$ cat config.mk
export PLATFORM = sky130hd
export DESIGN_NAME = mesi_bus_controller
export DESIGN_NICKNAME = d
export VERILOG_FILES = /design/src/rtl/mesi_bus_controller.sv
export SDC_FILE = /design/constraint.sdc
export NUM_CORES = 1
export LEC_CHECK = 0
export ABC_CLOCK_PERIOD_IN_PS = 2500
export BUFFER_PORTS_ARGS = -buffer_cell sky130_fd_sc_hd__buf_2
export CAP_MARGIN = 20
export CORE_AREA = 3 3 134 136
export DETAILED_ROUTE_END_ITERATION = 8
export DIE_AREA = 0 0 137 139
export GPL_TIMING_DRIVEN = 0
export MAX_ROUTING_LAYER = met4
export PLACE_DENSITY_LB_ADDON = 0.12
export SYNTH_ARGS = -nofsm -noshare
export SYNTH_HDL_FRONTEND = slang
export SYNTH_SLANG_ARGS = --single-unit
$ cat constraint.sdc
create_clock -name clk -period 2.5 [get_ports clk]
set_input_delay 0.125 -clock clk [delete_from_list [all_inputs] [get_ports clk]]
set_output_delay 0.125 -clock clk [all_outputs]
set_load 0.01 [all_outputs]
$ cat src/rtl/mesi_bus_controller.sv
`default_nettype none
// mesi_bus_controller: round-robin shared-bus arbiter and snoop responder for MESI L1s.
// Rev 1.0 - initial release.
module mesi_bus_controller #(
  parameter int NUM_CORES = 2,
  parameter int ADDR_W    = 32,
  parameter int DATA_W    = 32
) (
  input  logic                        clk,
  input  logic                        reset,
  input  logic [NUM_CORES-1:0]        req_core,
  input  logic [2*NUM_CORES-1:0]      core_op_in,
  input  logic [ADDR_W*NUM_CORES-1:0] core_addr_in,
  output logic [NUM_CORES-1:0]        grant,
  output logic [2*NUM_CORES-1:0]      snoop_op_out,
  output logic [ADDR_W-1:0]           snoop_addr_out,
  input  logic [NUM_CORES-1:0]        snoop_hit_in,
  input  logic [DATA_W*NUM_CORES-1:0] snoop_data_in,
  input  logic [NUM_CORES-1:0]        flush_in,
  output logic [DATA_W*NUM_CORES-1:0] resp_data_out,
  output logic [2*NUM_CORES-1:0]      resp_hit_out,
  output logic                        l2_rd_req,
  output logic                        l2_wr_en,
  output logic [ADDR_W-1:0]           l2_addr,
  output logic [DATA_W-1:0]           l2_wr_data,
  input  logic                        l2_rd_valid,
  input  logic [DATA_W-1:0]           l2_rd_data,
  output logic                        busy
);

  localparam int IDX_W = $clog2(NUM_CORES);

  localparam logic [2:0] S_IDLE    = 3'd0;
  localparam logic [2:0] S_GRANT   = 3'd1;
  localparam logic [2:0] S_SNOOP   = 3'd2;
  localparam logic [2:0] S_L2_WAIT = 3'd3;
  localparam logic [2:0] S_RESP    = 3'd4;

  localparam logic [1:0] OP_RD   = 2'b00;
  localparam logic [1:0] OP_UPGR = 2'b01;
  localparam logic [1:0] OP_NONE = 2'b11;

  logic [2:0]        r_state;
  logic [IDX_W-1:0]  r_idx;
  logic [IDX_W-1:0]  r_last;
  logic [1:0]        r_op;
  logic [ADDR_W-1:0] r_addr;
  logic [DATA_W-1:0] r_data;
  logic              r_peer_hit;

  logic [IDX_W-1:0]     w_hi_sel, w_lo_sel, w_sel;
  logic                 w_hi_found, w_lo_found, w_any;
  logic [NUM_CORES-1:0] w_self, w_peer_mask, w_flush_mask;
  logic [DATA_W-1:0]    w_peer_data, w_flush_data;
  logic [1:0]           w_req_op;
  logic [ADDR_W-1:0]    w_req_addr;

  // Round-robin: lowest requester above the last grant, else lowest at/below it.
  always_comb begin
    w_hi_sel   = '0;
    w_lo_sel   = '0;
    w_hi_found = 1'b0;
    w_lo_found = 1'b0;
    for (int i = NUM_CORES - 1; i >= 0; i--) begin
      if (req_core[i]) begin
        if (IDX_W'(i) > r_last) begin
          w_hi_sel   = IDX_W'(i);
          w_hi_found = 1'b1;
        end else begin
          w_lo_sel   = IDX_W'(i);
          w_lo_found = 1'b1;
        end
      end
    end
    w_sel = w_hi_found ? w_hi_sel : w_lo_sel;
    w_any = w_hi_found | w_lo_found;
  end

  assign w_self       = NUM_CORES'(1) << r_idx;
  assign w_peer_mask  = snoop_hit_in & ~w_self;
  assign w_flush_mask = flush_in & ~w_self;

  always_comb begin
    w_peer_data  = '0;
    w_flush_data = '0;
    w_req_op     = OP_NONE;
    w_req_addr   = '0;
    for (int i = NUM_CORES - 1; i >= 0; i--) begin
      if (w_peer_mask[i])  w_peer_data  = snoop_data_in[i*DATA_W +: DATA_W];
      if (w_flush_mask[i]) w_flush_data = snoop_data_in[i*DATA_W +: DATA_W];
      if (IDX_W'(i) == r_idx) begin
        w_req_op   = core_op_in[2*i +: 2];
        w_req_addr = core_addr_in[i*ADDR_W +: ADDR_W];
      end
    end
  end

  always_ff @(posedge clk) begin
    if (reset) begin
      r_state    <= S_IDLE;
      r_idx      <= '0;
      r_last     <= IDX_W'(NUM_CORES - 1);
      r_op       <= OP_NONE;
      r_addr     <= '0;
      r_data     <= '0;
      r_peer_hit <= 1'b0;
    end else begin
      case (r_state)
        S_IDLE: begin
          if (w_any) begin
            r_idx   <= w_sel;
            r_state <= S_GRANT;
          end
        end
        S_GRANT: begin
          r_op   <= w_req_op;
          r_addr <= w_req_addr;
          if (w_req_op == OP_NONE) begin
            r_last  <= r_idx;
            r_state <= S_IDLE;
          end else begin
            r_state <= S_SNOOP;
          end
        end
        S_SNOOP: begin
          r_peer_hit <= |w_peer_mask;
          if (r_op == OP_UPGR) begin
            r_data  <= '0;
            r_state <= S_RESP;
          end else if (|w_peer_mask) begin
            r_data  <= w_peer_data;
            r_state <= S_RESP;
          end else begin
            r_state <= S_L2_WAIT;
          end
        end
        S_L2_WAIT: begin
          if (l2_rd_valid) begin
            r_data  <= l2_rd_data;
            r_state <= S_RESP;
          end
        end
        S_RESP: begin
          r_last  <= r_idx;
          r_state <= S_IDLE;
        end
        default: r_state <= S_IDLE;
      endcase
    end
  end

  always_comb begin
    busy           = (r_state != S_IDLE);
    grant          = busy ? w_self : '0;
    snoop_op_out   = '1;
    snoop_addr_out = (r_state == S_SNOOP) ? r_addr : '0;
    resp_data_out  = '0;
    resp_hit_out   = '0;
    l2_rd_req      = (r_state == S_L2_WAIT);
    l2_wr_en       = (r_state == S_SNOOP) && (|w_flush_mask);
    l2_wr_data     = l2_wr_en ? w_flush_data : '0;
    l2_addr        = (l2_wr_en || l2_rd_req) ? r_addr : '0;
    for (int i = 0; i < NUM_CORES; i++) begin
      if (r_state == S_SNOOP && IDX_W'(i) != r_idx) snoop_op_out[2*i +: 2] = r_op;
      if (r_state == S_RESP && IDX_W'(i) == r_idx) begin
        resp_data_out[i*DATA_W +: DATA_W] = r_data;
        resp_hit_out[2*i +: 2] = (r_op == OP_RD && r_peer_hit) ? 2'b01 : 2'b10;
      end
    end
  end

endmodule
`default_nettype wire

* Word-level counts from Yosys, hierarchy flattened
Cells that the tools add are included.
W data, S select, Z words.
** Operators by class
- Magnitude comparators :: 2
- Equal/unequal tests :: 10
- Shift operators :: 1
- Muxes and demuxes :: 42
- Bitwise operators :: 5
- Reduce and logical (&&, ||, !) cells :: 18
** Operators by type and width (count)
- $mux W32 :: 13
- $pmux W32 S2 :: 1
- $mux W2 :: 8
- $mux W1 :: 14
- $mux W3 :: 4
- $pmux W3 S4 :: 1
- $eq A3 B2 Y1 const B :: 2
- $logic_and A1 B1 Y1 :: 6
- $reduce_and A2 Y1 :: 3
- $and A2 B2 Y2 :: 2
- $ne A2 B2 Y1 const B :: 2
- $reduce_bool A2 Y1 :: 2
- $reduce_or A2 Y1 :: 2
- $eq A3 B1 Y1 const B :: 1
- $eq A3 B3 Y1 const B :: 1
- $logic_not A3 Y1 :: 1
- $ne A3 B3 Y1 const B :: 1
- $reduce_and A3 Y1 :: 1
- $reduce_bool A3 Y1 :: 1
- $eq A2 B1 Y1 const B :: 1
- $eq A2 B2 Y1 const B :: 1
- $gt A1 B1 Y1 const A :: 2
- $logic_not A2 Y1 :: 1
- $ne A2 B1 Y1 const B :: 1
- 6 further kinds :: 6
** Word-level totals
- Register bits :: 72
- Input bits :: 173
- Output and inout port bits :: 173
- Logic and storage cells :: 85

* Logic depth before layout (Yosys ltp)
- Depth in word-level cells :: 8
- Gate-level depth with buffers :: 7
- Gate-level depth less buffers :: 6

* Worst setup path before layout
Ideal clock, no wire load.
- Path type :: register to output
- Start point :: reg r_idx
- End point :: out l2_addr[10]
- Arrival :: 1462 ps
- Required time :: 2375 ps
- Slack :: 913 ps
- Stages on the path, launching flop included :: 8
- Path buffers :: 2
- Cells stage by stage :: dfxtp_1 buf_4 mux2_2 nand2_1 inv_1 nor2_1 buf_2 nor2b_1
** Between the ends
- Cells in the longest elaborated chain, start to end :: 7
** Ends and longest elaborated chain
- start, declared :: RTL line 44 : logic [IDX_W-1:0] r_idx;
- start signal, assigned :: RTL line 111 : r_idx <= w_sel;
- $shl A1 B1 Y2 :: RTL line 79 : assign w_self = NUM_CORES'(1) << r_idx;
- $not A2 Y2 :: RTL line 81 : assign w_flush_mask = flush_in & ~w_self;
- $and A2 B2 Y2 :: RTL line 81
- $reduce_or A2 Y1 :: RTL line 160 : l2_wr_en = (r_state == S_SNOOP) && (|w_flush_mask);
- $logic_and A1 B1 Y1 :: RTL line 160
- via l2_wr_en :: RTL line 23 : output logic l2_wr_en,
- $logic_or A1 B1 Y1 :: RTL line 162 : l2_addr = (l2_wr_en || l2_rd_req) ? r_addr : '0;
- $mux W32 :: RTL line 162
- end, declared :: RTL line 24 : output logic [ADDR_W-1:0] l2_addr,
The timed path passes the listed nets, and every way through them passes these cells.

* Final worst setup path
- Start point :: reg r_idx
- End point :: out l2_addr[17]
** Between the ends
- Cells in the longest elaborated chain, start to end :: 7
** Ends and longest elaborated chain (RTL line)
- $shl A1 B1 Y2 :: 79
- $not A2 Y2 :: 81
- $and A2 B2 Y2 :: 81
- $reduce_or A2 Y1 :: 160
- $logic_and A1 B1 Y1 :: 160
- $logic_or A1 B1 Y1 :: 162
- $mux W32 :: 162
No other way between the ends.

==> impl_results.md <==
* H-tree levels at 3
* Mapped Cells at roughly 650
* Net Sw Power at roughly 0.0012 W
* Worst path max stage delay at 0.34 ns
* GR met1 Demand/Resource at 26.0%
* Global-route met2 utilization at a little under two fifths
* Antenna Nets Post-Route at 0
* Critical path required time at roughly 2.4 ns
* Comb pwr share at between 20% and 30%
* CP dominant cell by count: buf_2
* Crit-path slowest cell: mux2_2
* Setup TNS at 0 ns
* Largest net degree at the start of global routing at 13
* Buffers added on ports at about 340
* CP Buf/Inv Count at 4
* Crit path DAT at ~2.2 ns
* Full die area at 19000 um2
* Peak VDD IR at around 0.33 mV
* Pwr per Cell Area at roughly 550 nW/um2
* Drt pass-1 iters at 5
* Core area at about 17000 um2
* Post-DR vias/cell at around 4.8
* Antenna violations before repair at 4
* Latest clock arrival within the worst-skew pair at between 0.3 and 0.4 ns
* Initial DRC count at 245
* Final number of setup-violating endpoints at 0
* Crit share post-route at 92.3%
* Area grow syn2layout at 47.5%
* Drt wl/cell at 17.2 um
* FILL cells at around 1800
* RSZ-0062 raised after global routing: false
* # DRC at 0
* Via count at between 5000 and 6000
* Global-route wire length before repair at around 32 mm
* CP Cell Sequence: buf_4, mux2_2, nand2_1, inv_1, nor2_4, buf_2, nor2b_1, buf_2
* Die Height at roughly 140 um
* Relative slew slack at between 40% and 50%
* Clock power frac at 37.9%
* Static leakage at 3.60 nW
* Post-synth top flop: dfxtp_1
* CTS Buffer Depth at 2
* Most Crowded Layer GR: met2
* Gr usage total at around 22%
* CTS Buf Count at 9
* Sequential share of power at 34.7%
* Ports at 346
* Cell variety after synth at 33
* Routability Congestion at 0.802
* Yosys warns at 0
* Min-delay worst type: in -> reg
* Startpoint Class: flop
* CTS tree: yes
* Cts hold-fix bufs at 0
* Post-synth EDFFs at 0
* Crit path max fanout at 10
* Starting Density at slightly below 30%
* Die W at about 140 um
* Worst path top cell family by delay: buffers and inverters
* Share of layout cells above drive strength 1 at about two fifths
* Vias in the first global route at ~5900
* Pint at 0.00280 W
* Sw frac at 30.5%
* Crit Path Category: reg -> out
* NumNets Final at roughly 1200
* Rows at 48
* Slew Limit Fails at 0
* Post-CTS Setup Inserts at 0
* Synth area leaders: dfxtp_1 (29%), and2_1 (13%), mux2i_1 (6.8%), a211oi_1 (6.6%), a22o_1 (5.6%)
* Post-synth top area cell: dfxtp_1
* Critical path endpoint category: primary output
* Status: completed
* Fmax at ~430 MHz
* Tmin final at about 2.3 ns
* Most common cell in the synthesized netlist: and2_1
* Top cell type's share of synthesized area at slightly below 30%
* Asr flop ratio synth at 0%
* Syn Area/Cell at between 7 and 8 um2
* Total grt overflow at 0
* Post-synthesis cell area at 5000 um2
* GR Util met3 at under 10%
* Sequential area share after synthesis at 28.8%
* Sink Count at 72
* Max-Cap Viols at 0
* Clk slew on worst S/H paths at ~0.060 ns
* Most frequent cells after synthesis: and2_1 (100), nor2_1 (74), dfxtp_1 (72)
* Post-Place Setup Slack at between 0.2 and 0.25 ns
* #FFs+latches synth at 72
* Hpwl dp at between 15 and 20 mm
* Post-Syn Nets at 822
* Final setup margin at between 0.15 and 0.2 ns
* Slew @ Worst Pin at between 0.7 and 0.8 ns
* Clock root buffer: clkbuf_16
* Final Skew at between 0.005 and 0.006 ns
* Final hold vios at 0
* Post-Route WL at ~21 mm
[repair_timing]
action,CTS,global route
hold endpoints to repair,0,0
setup endpoints to repair,30,40
resized for setup,1,3
[power groups by stage]
stage	logic, W	clock network [W]	registers, W
3_3_place_gp	0.00111	0	0.00142
2_1_floorplan	0.000721	0	0.00138
6_report	0.00110	0.00153	0.00140
3_5_place_dp	0.00111	0	0.00142
4_1_cts	0.00112	0.00157	0.00140
5_1_grt	0.00123	0.00161	0.00142
[through the flow]
stage               hold WS [ns]  area [um2]  util, %  instances  total power [W]
floorplan                  0.290        5000        -        649          0.00210
global placement           0.407        7000     41.1       1218          0.00253
detailed placement         0.420        7000     41.1       1218          0.00253
CTS                       0.0657        7360     43.2       1234          0.00408
global route              0.0920        7380     43.3       1238          0.00426
finish                     0.125        7380     43.3       1238          0.00403
[path summary, 6_finish.rpt]
| path | start | end | slack, ns | cells past startpoint |
|---|---|---|---|---|
| worst max-delay path | r_idx | l2_addr[17] | 0.19 | 8 |
| worst min-delay path | req_core[1] | r_idx | 0.13 | 3 |
| worst max register to register | r_idx | r_data[13] | 0.65 | 7 |
| worst min register to register | r_peer_hit | r_peer_hit | 0.51 | 2 |
[placed cells by master (no fill, tap or decap), types with 29 or more instances in the layout]
cell        n
buf_2     366
a22o_1     32
nor2_1     73
a211oi_1   44
nand2_1    70
mux2i_1    34
clkbuf_1   29
nor2b_1    38
and2_1    100
dfxtp_1    72
a22oi_1    32
a21oi_1    35
[layout make-up]
cell class                      count  area (um2)  share of cell area [%]
Clock buffer                       11         253                    3.43
Tap cell                          225         282                    3.82
Multi-Input combinational cell    506        3230                    43.8
Inverter                            4        15.0                   0.204
Antenna cell                        4        10.0                   0.136
Buffer                             67         318                    4.31
Timing Repair Buffer              344        1720                    23.3
Sequential cell                    72        1440                    19.5
Clock inverter                      5         103                    1.39
[tightest hold or removal path: stages]
cell	delay (ns)
buf_2	0.09
a32oi_1	0.09
nor2_1	0.10
[metal layers]
layer / part of all wire, % / up-vias
li1: - / 2978
met1: 41 / 2679
met2: 49 / 250
met3: 8.2 / 21
met4: 1.5 / 0
met5: 0 / -
[registers in the layout, indices dropped and copies added (netlist names)]
name / cells
r_last: 1
r_data: 32
r_addr: 32
r_idx: 1
r_op: 2
r_peer_hit: 1
r_state: 3
[kinds of logic (layout without fill, tap and decap cells)]
family / after synthesis / after routing / synth area share [%]
other cells: 0 / 4 / 0
buf+inv: 71 / 431 / 6.63
mux: 35 / 35 / 7.03
compound gates: 173 / 173 / 27.4
flops: 72 / 72 / 28.8
simple gates: 298 / 298 / 30.1
Note: power is estimated with default switching activity, not from simulation.
